==> src/rtl/uart_tx_mmio.sv <==
// uart_tx_mmio: memory-mapped 8N1 UART transmitter on the data-memory bus.
// TXDATA (+0) stores push bytes into a small circular FIFO, and STATUS (+4)
// reports {ovf, busy, empty, full}. A four-state serializer drains the FIFO
// onto a registered, idle-high tx line. Frames are sent back to back with
// no idle gap between them.
module uart_tx_mmio #(
  parameter logic [31:0] BASE_ADDR    = 32'h0000_0100,
  parameter int          CLKS_PER_BIT = 16,
  parameter int          FIFO_DEPTH   = 8
) (
  input  logic        clk,
  input  logic        reset,
  input  logic        we,
  input  logic [31:0] a,
  input  logic [31:0] wd,
  output logic [31:0] rd,
  output logic        sel,
  output logic        tx
);

  localparam int AW = $clog2(FIFO_DEPTH);
  localparam int PW = AW + 1;
  localparam int CW = (CLKS_PER_BIT > 1) ? $clog2(CLKS_PER_BIT) : 1;
  localparam logic [CW-1:0] BAUD_LAST = CW'(CLKS_PER_BIT - 1);

  typedef enum logic [1:0] {
    S_IDLE  = 2'd0,
    S_START = 2'd1,
    S_DATA  = 2'd2,
    S_STOP  = 2'd3
  } state_t;

  // ---------------------------------------------------------------------
  // Bus decode
  // ---------------------------------------------------------------------
  logic hit;
  logic hit_txdata;
  logic hit_status;

  assign hit        = (a[31:3] == BASE_ADDR[31:3]);
  assign hit_txdata = hit & ~a[2];
  assign hit_status = hit &  a[2];
  assign sel        = hit;

  // The byte offset and the upper store-data bits are don't-care.
  logic unused_bus_bits;
  assign unused_bus_bits = ^{a[1:0], wd[31:8]};

  // ---------------------------------------------------------------------
  // TX FIFO: the extra pointer bit tells full apart from empty
  // ---------------------------------------------------------------------
  logic [7:0]    mem_q [FIFO_DEPTH];
  logic [PW-1:0] wptr_q, wptr_d;
  logic [PW-1:0] rptr_q, rptr_d;
  logic          empty;
  logic          full;
  logic          push;
  logic          pop;
  logic [7:0]    head;

  assign empty = (wptr_q == rptr_q);
  assign full  = (wptr_q[AW] != rptr_q[AW]) &&
                 (wptr_q[AW-1:0] == rptr_q[AW-1:0]);
  // Full is judged on the registered pointers, so a push while full is
  // dropped even if the serializer pops in the same cycle.
  assign push  = we & hit_txdata & ~full;
  assign head  = mem_q[rptr_q[AW-1:0]];

  // Storage array: payload only, never reset
  always_ff @(posedge clk) begin
    if (push) begin
      mem_q[wptr_q[AW-1:0]] <= wd[7:0];
    end
  end

  // Next-state pointer arithmetic
  always_comb begin
    wptr_d = wptr_q;
    rptr_d = rptr_q;
    if (push) begin
      wptr_d = wptr_q + PW'(1);
    end
    if (pop) begin
      rptr_d = rptr_q + PW'(1);
    end
  end

  // ---------------------------------------------------------------------
  // Sticky overflow flag
  // ---------------------------------------------------------------------
  logic ovf_q, ovf_d;

  // Set on a dropped push and cleared by writing bit 3 of STATUS; the two
  // events target different addresses, so they never coincide.
  always_comb begin
    ovf_d = ovf_q;
    if (we && hit_txdata && full) begin
      ovf_d = 1'b1;
    end else if (we && hit_status && wd[3]) begin
      ovf_d = 1'b0;
    end
  end

  // ---------------------------------------------------------------------
  // Serializer
  // ---------------------------------------------------------------------
  state_t        state_q, state_d;
  logic [CW-1:0] baud_q, baud_d;
  logic [2:0]    bit_q, bit_d;
  logic [7:0]    shift_q, shift_d;
  logic          tx_q, tx_d;
  logic          baud_last;
  logic          busy;

  assign baud_last = (baud_q == BAUD_LAST);
  assign busy      = (state_q != S_IDLE);

  // Next-state logic; tx_d is decoded from the state being entered so that
  // the registered line changes on the same edge as the state.
  always_comb begin
    state_d = state_q;
    baud_d  = baud_q;
    bit_d   = bit_q;
    shift_d = shift_q;
    pop     = 1'b0;
    tx_d    = 1'b1;

    unique case (state_q)
      S_IDLE: begin
        if (!empty) begin
          pop     = 1'b1;
          shift_d = head;
          bit_d   = 3'd0;
          baud_d  = '0;
          state_d = S_START;
        end
      end
      S_START: begin
        if (baud_last) begin
          baud_d  = '0;
          state_d = S_DATA;
        end else begin
          baud_d  = baud_q + CW'(1);
        end
      end
      S_DATA: begin
        if (baud_last) begin
          baud_d  = '0;
          shift_d = {1'b0, shift_q[7:1]};
          if (bit_q == 3'd7) begin
            state_d = S_STOP;
          end else begin
            bit_d   = bit_q + 3'd1;
          end
        end else begin
          baud_d  = baud_q + CW'(1);
        end
      end
      S_STOP: begin
        if (baud_last) begin
          baud_d = '0;
          if (!empty) begin
            pop     = 1'b1;
            shift_d = head;
            bit_d   = 3'd0;
            state_d = S_START;
          end else begin
            state_d = S_IDLE;
          end
        end else begin
          baud_d  = baud_q + CW'(1);
        end
      end
      default: begin
        state_d = S_IDLE;
        baud_d  = '0;
      end
    endcase

    unique case (state_d)
      S_START: tx_d = 1'b0;
      S_DATA:  tx_d = shift_d[0];
      default: tx_d = 1'b1;
    endcase
  end

  // State and control registers, synchronous active-high reset
  always_ff @(posedge clk) begin
    if (reset) begin
      state_q <= S_IDLE;
      baud_q  <= '0;
      bit_q   <= 3'd0;
      shift_q <= 8'd0;
      tx_q    <= 1'b1;
      wptr_q  <= '0;
      rptr_q  <= '0;
      ovf_q   <= 1'b0;
    end else begin
      state_q <= state_d;
      baud_q  <= baud_d;
      bit_q   <= bit_d;
      shift_q <= shift_d;
      tx_q    <= tx_d;
      wptr_q  <= wptr_d;
      rptr_q  <= rptr_d;
      ovf_q   <= ovf_d;
    end
  end

  assign tx = tx_q;

  // ---------------------------------------------------------------------
  // Load data
  // ---------------------------------------------------------------------
  // Only STATUS returns data; TXDATA and misses read as zero.
  always_comb begin
    rd = 32'h0;
    if (hit_status) begin
      rd = {28'h0, ovf_q, busy, empty, full};
    end
  end

endmodule

==> config.mk <==
export PLATFORM = sky130hd
export DESIGN_NAME = uart_tx_mmio
export DESIGN_NICKNAME = d
export VERILOG_FILES = /design/src/rtl/uart_tx_mmio.sv
export SDC_FILE = /design/constraint.sdc
export NUM_CORES = 1
export LEC_CHECK = 0
export ABC_AREA = 1
export CAP_MARGIN = 20
export CORE_UTILIZATION = 55
export DETAILED_ROUTE_END_ITERATION = 12
export DONT_BUFFER_PORTS = 1
export PLACE_DENSITY = 0.78
export SLEW_MARGIN = 20
export SYNTH_ARGS = -nofsm -noshare
export SYNTH_HDL_FRONTEND = slang
export SYNTH_SLANG_ARGS = --single-unit
==> constraint.sdc <==
create_clock -name clk -period 4 [get_ports clk]
set_input_delay 1 -clock clk [delete_from_list [all_inputs] [get_ports clk]]
set_output_delay 1 -clock clk [all_outputs]
set_load 0.02 [all_outputs]
=== Word level (Yosys, flattened, before mapping) ===
Memories as Yosys holds them, arrays and structs flattened. A register that Yosys moved wholly into a read port is not among the register bits.
Cells that the tools add are included.

* Memory bits (writable): 64
* Bits of input ports: 67
* Word-level logic and storage cells: 77
* Memories: 1
* Register bits after elaboration: 27
* Output and inout bits: 34

{| class="wikitable"
|+ Memory list
! memory !! words !! bits a word !! read ports !! clocked after Yosys merged registers in !! write ports !! RTL line !! RTL
|-
| mem_q || 8 || 8 || 1 || 1 || 1 || 52 || <nowiki>logic [7:0] mem_q [FIFO_DEPTH];</nowiki>
|}

* Multiplexer cells: 30
* Bitwise logic cells: 6
* Add/subtract/negate cells: 4
* Reduce and logical (&&, ||, !) cells: 12
* Equality and inequality tests: 15

{| class="wikitable"
|+ Operator list
! cell !! count
|-
| $eq 29x6->1 const B || 1
|-
| $mux 8 || 3
|-
| $pmux 8 s3 || 1
|-
| $mux 3 || 6
|-
| $add 4x1->4 const B || 3
|-
| $mux 4 || 3
|-
| $mux 2 || 5
|-
| $pmux 3 s3 || 1
|-
| $ne 2x2->1 const B || 4
|-
| $pmux 2 s4 || 1
|-
| $pmux 4 s2 || 1
|-
| $mux 1 || 7
|-
| $eq 2x2->1 const B || 3
|-
| $logic_and 1x1->1 || 5
|-
| $and 1x1->1 || 4
|-
| $eq 2x1->1 const B || 2
|-
| $eq 4x4->1 || 1
|-
| $eq 4x4->1 const B || 1
|-
| $pmux 1 s2 || 2
|-
| $reduce_and 4->1 || 1
|-
| $reduce_bool 2->1 || 2
|-
| $add 3x1->3 const B || 1
|-
| $eq 3x3->1 || 1
|-
| $eq 3x3->1 const B || 1
|-
| 6 further kinds || 7
|}

=== Longest topological paths before layout ===
* Depth after elaboration: 6
* Mapped depth: 11
* Depth with buffers taken out: 11

=== Worst setup path before layout ===
No wires, ideal clock.

* Path type: in2out
* Start point: in a[16]
* End point: out rd[0]
* Data arrival time: 2.117 ns
* Stages on the path: 7
* Path buffers: 0
* Data required time: 3.000 ns
* Path slack: 0.883 ns
* Path through: nor2_1 > nand2_1 > nor2_1 > nand3_1 > nor2_2 > nand2_1 > nor2_1

* Word-level cells in the longest chain between the ends: 3

{| class="wikitable"
|+ RTL lines
! element !! RTL line !! RTL
|-
| from (decl) || 14 || <nowiki>input logic [31:0] a,</nowiki>
|-
| $eq 29x6->1 || 40 || <nowiki>assign hit = (a[31:3] == BASE_ADDR[31:3]);</nowiki>
|-
| named net sel || 17 || <nowiki>output logic sel,</nowiki>
|-
| $and 1x1->1 || 42 || <nowiki>assign hit_status = hit & a[2];</nowiki>
|-
| $mux 4 || 218 || <nowiki>if (hit_status) begin</nowiki>
|-
| to (decl) || 16 || <nowiki>output logic [31:0] rd,</nowiki>
|}

The timed path passes the listed nets, and every way through them passes these cells.

=== Final worst setup path ===
* Start point: in a[16]
* End point: out rd[3]

The elaborated chain is that of the path after synthesis.

==> reports/qor.yml <==
global_route:
  track_usage_pct: 21.9
  grt_pass1_vias: 3237
  grt_pass1_wl_um: 15000
  overflow: 0
  antenna_found_initial: 0
  grt_max_degree: 35
synthesis:
  synth_top_area_share_pct: 39.7
  synth.area.top_cells: "edfxtp_1 40%, nand2_1 13%, dfxtp_1 12%"
  synth_cells: 557
  ys.flop_type: "edfxtp_1"
  synth_top_cell_by_area: "edfxtp_1"
  async_flop_share_pct: 0
  synth_edf_count: 64
  ys_seq_area_share_pct: 52.1
  yosys_warnings: 0
  ys_seq_elements: 94
  yosys.cell_types.count: 33
  syn_area_sq_mm: 0.00484
  synth.avg_cell_area_sq_um: 8.68
timing:
  rsz0062_at_grt: "false"
  relSlewSlack_pct: 39.3
  clock_skew_ns: 0.0110
  slew_viol_final: 0
  hold_viol_final: 0
  period_share_pct: 84.5
  min_period_ns: 3.38
  setup_viol: 0
  finalSetupTns_ns: 0
  worstMarginPinSlew_ns: 0.910
  max_freq_mhz: 296
setup_path:
  crit_type: "in2out"
  cp.arrival_ns: 2.38
  crit_path_end_kind: "output pin"
  path_max_fanout: 5
  critical_path_required_ns: 3.00
  critPathLaunchType: "primary input"
cts:
  cts_tree: "yes"
  hold_buffers: 0
  cts_setup_buffers: 0
  cts_sinks: 94
  root_buffer: "clkbuf_8"
  clk_latency_ns: 0.36
  cts.reportedPaths.clkPinSlew_ns: 0.09
  clockBufferDepth: 2
  cts_buffers: 9
  ctsResizeCount: 0
  htreeDepth: 3
power_and_ir_drop:
  p_leak_nw: 2.03
  ir_drop_uv: 318
  cellPowerDensity_mw_per_mm2: 492
place:
  routabilityCongestion: 0.836
  dp_hpwl_um: 6440
  port_buffers: 0
routing:
  wl_met2_um: 4800
  vias: 3551
  drtIter0Drc: 224
  routed_via_density: 5.31
  wl_per_cell_um: 14.1
  dr.pass1.iters: 5
  met3_length_um: 588
  met1_length_um: 3870
  ant_nets: 0
  drc_errors: 0
  routed_wl_um: 9450
  top_layer_used: "met4"
min_path:
  hp-class: "reg2reg"
flow_run:
  drv_cap: 0
cells_and_area:
  nets: 636
  layout-drive-gt1-share_pct: 10.8
  antennaDiodeCount: 0
  final_cell_mix: "162 x nand2_1, 67 x nand3_1, 64 x edfxtp_1, 52 x nor2_1, 46 x inv_1"
  final_common_cell: "nand2_1"
  syn_to_final_growth_pct: 4.14
  fin_util_pct: 60.1
floorplanning:
  die_w_um: 95.8
  start_util_pct: 57.7
  fp.coreArea_sq_mm: 0.00838
  rows: 33
  die_y_um: 95.8
  die_area_sq_mm: 0.00917
  pin_count: 101
run_status:
  status: "complete, no violations"
area by class of cell:
type                            instances  area, sq um
Fill cell                             684         3340
Multi-Input combinational cell        397         1950
Sequential cell                        94         2520
Inverter                               51          191
Clock inverter                          6         72.6
Clock buffer                           10          128
Timing Repair Buffer                    6         45.0
Tap cell                              105          131
synth_stat cells (all sizes together) (4+ instances only):
cell type and count:
a21oi 20, buf 35, clkbuf 7, dfxtp 30, edfxtp 64, ha 10
inv 51, nand2 171, nand3 78, nand4 4, nor2 58, nor3 8
o21ai 9
final timing paths:
kind | start | endpoint | slack, ns | cells after the start
max | a[16] | rd[3] | 0.62 | 7
min | shift_q[1] | shift_q[1] | 0.48 | 2
max reg2reg | wptr_q[2] | mem_q[2][3] | 1.67 | 9
min reg2reg | shift_q[1] | shift_q[1] | 0.48 | 2
sequential cells by signal, summed over array words and instances (netlist names), named ones only:
name and cells:
tx 1, baud_q 4, state_q 2, wptr_q 4, shift_q 8, mem_q 64, rptr_q 4, bit_q 3
ovf_q 1
power by group:
part           switching, mW  internal (mW)  total, mW  leakage (nW)
Clock                  0.341          0.299      0.640         0.104
Sequential            0.0646           1.10       1.17         0.819
Combinational          0.455          0.218      0.673          1.11
cells by family (layout without fill, tap and decap cells):
logic type	Yosys count	count (layout)	share of synthesized area, %
simple gates	322	322	30.7
flops	94	94	52.1
buf+inv	93	73	9.70
compound gates	35	35	4.40
fa+ha+maj	10	10	2.59
xor+xnor	2	2	0.362
other cells	1	28	0.0775
per-stage QoR:
step | instance area, sq um | hold slack (ns) | std cells | setup WS (ns) | power [mW]
6_report | 5040 | 0.484 | 669 | 0.619 | 2.48
5_1_grt | 5040 | 0.494 | 669 | 0.444 | 2.63
4_1_cts | 5040 | 0.484 | 669 | 0.578 | 2.49
3_5_place_dp | 4840 | 0.470 | 653 | 0.581 | 1.86
3_3_place_gp | 4840 | 0.458 | 653 | 0.626 | 1.83
2_1_floorplan | 4940 | 0.450 | 584 | 0.883 | 1.76
critical path, cell delays in order:
cell and delay (ns):
nor2_1 0.12, nand2_1 0.07, nor2_1 0.10, nand3_1 0.09
nor2_2 0.36, nand2_1 0.25, nor2_1 0.38
per-layer routing:
| layer | global-route usage, % | vias to the layer above |
|---|---|---|
| met1 | 27.4 | 1626 |
| met2 | 37.5 | 132 |
| met3 | 3.95 | 26 |
| li1 | - | 1767 |
| met4 | 8.83 | 0 |
| met5 | 0 | - |
Power figures use the tool's default switching activity.
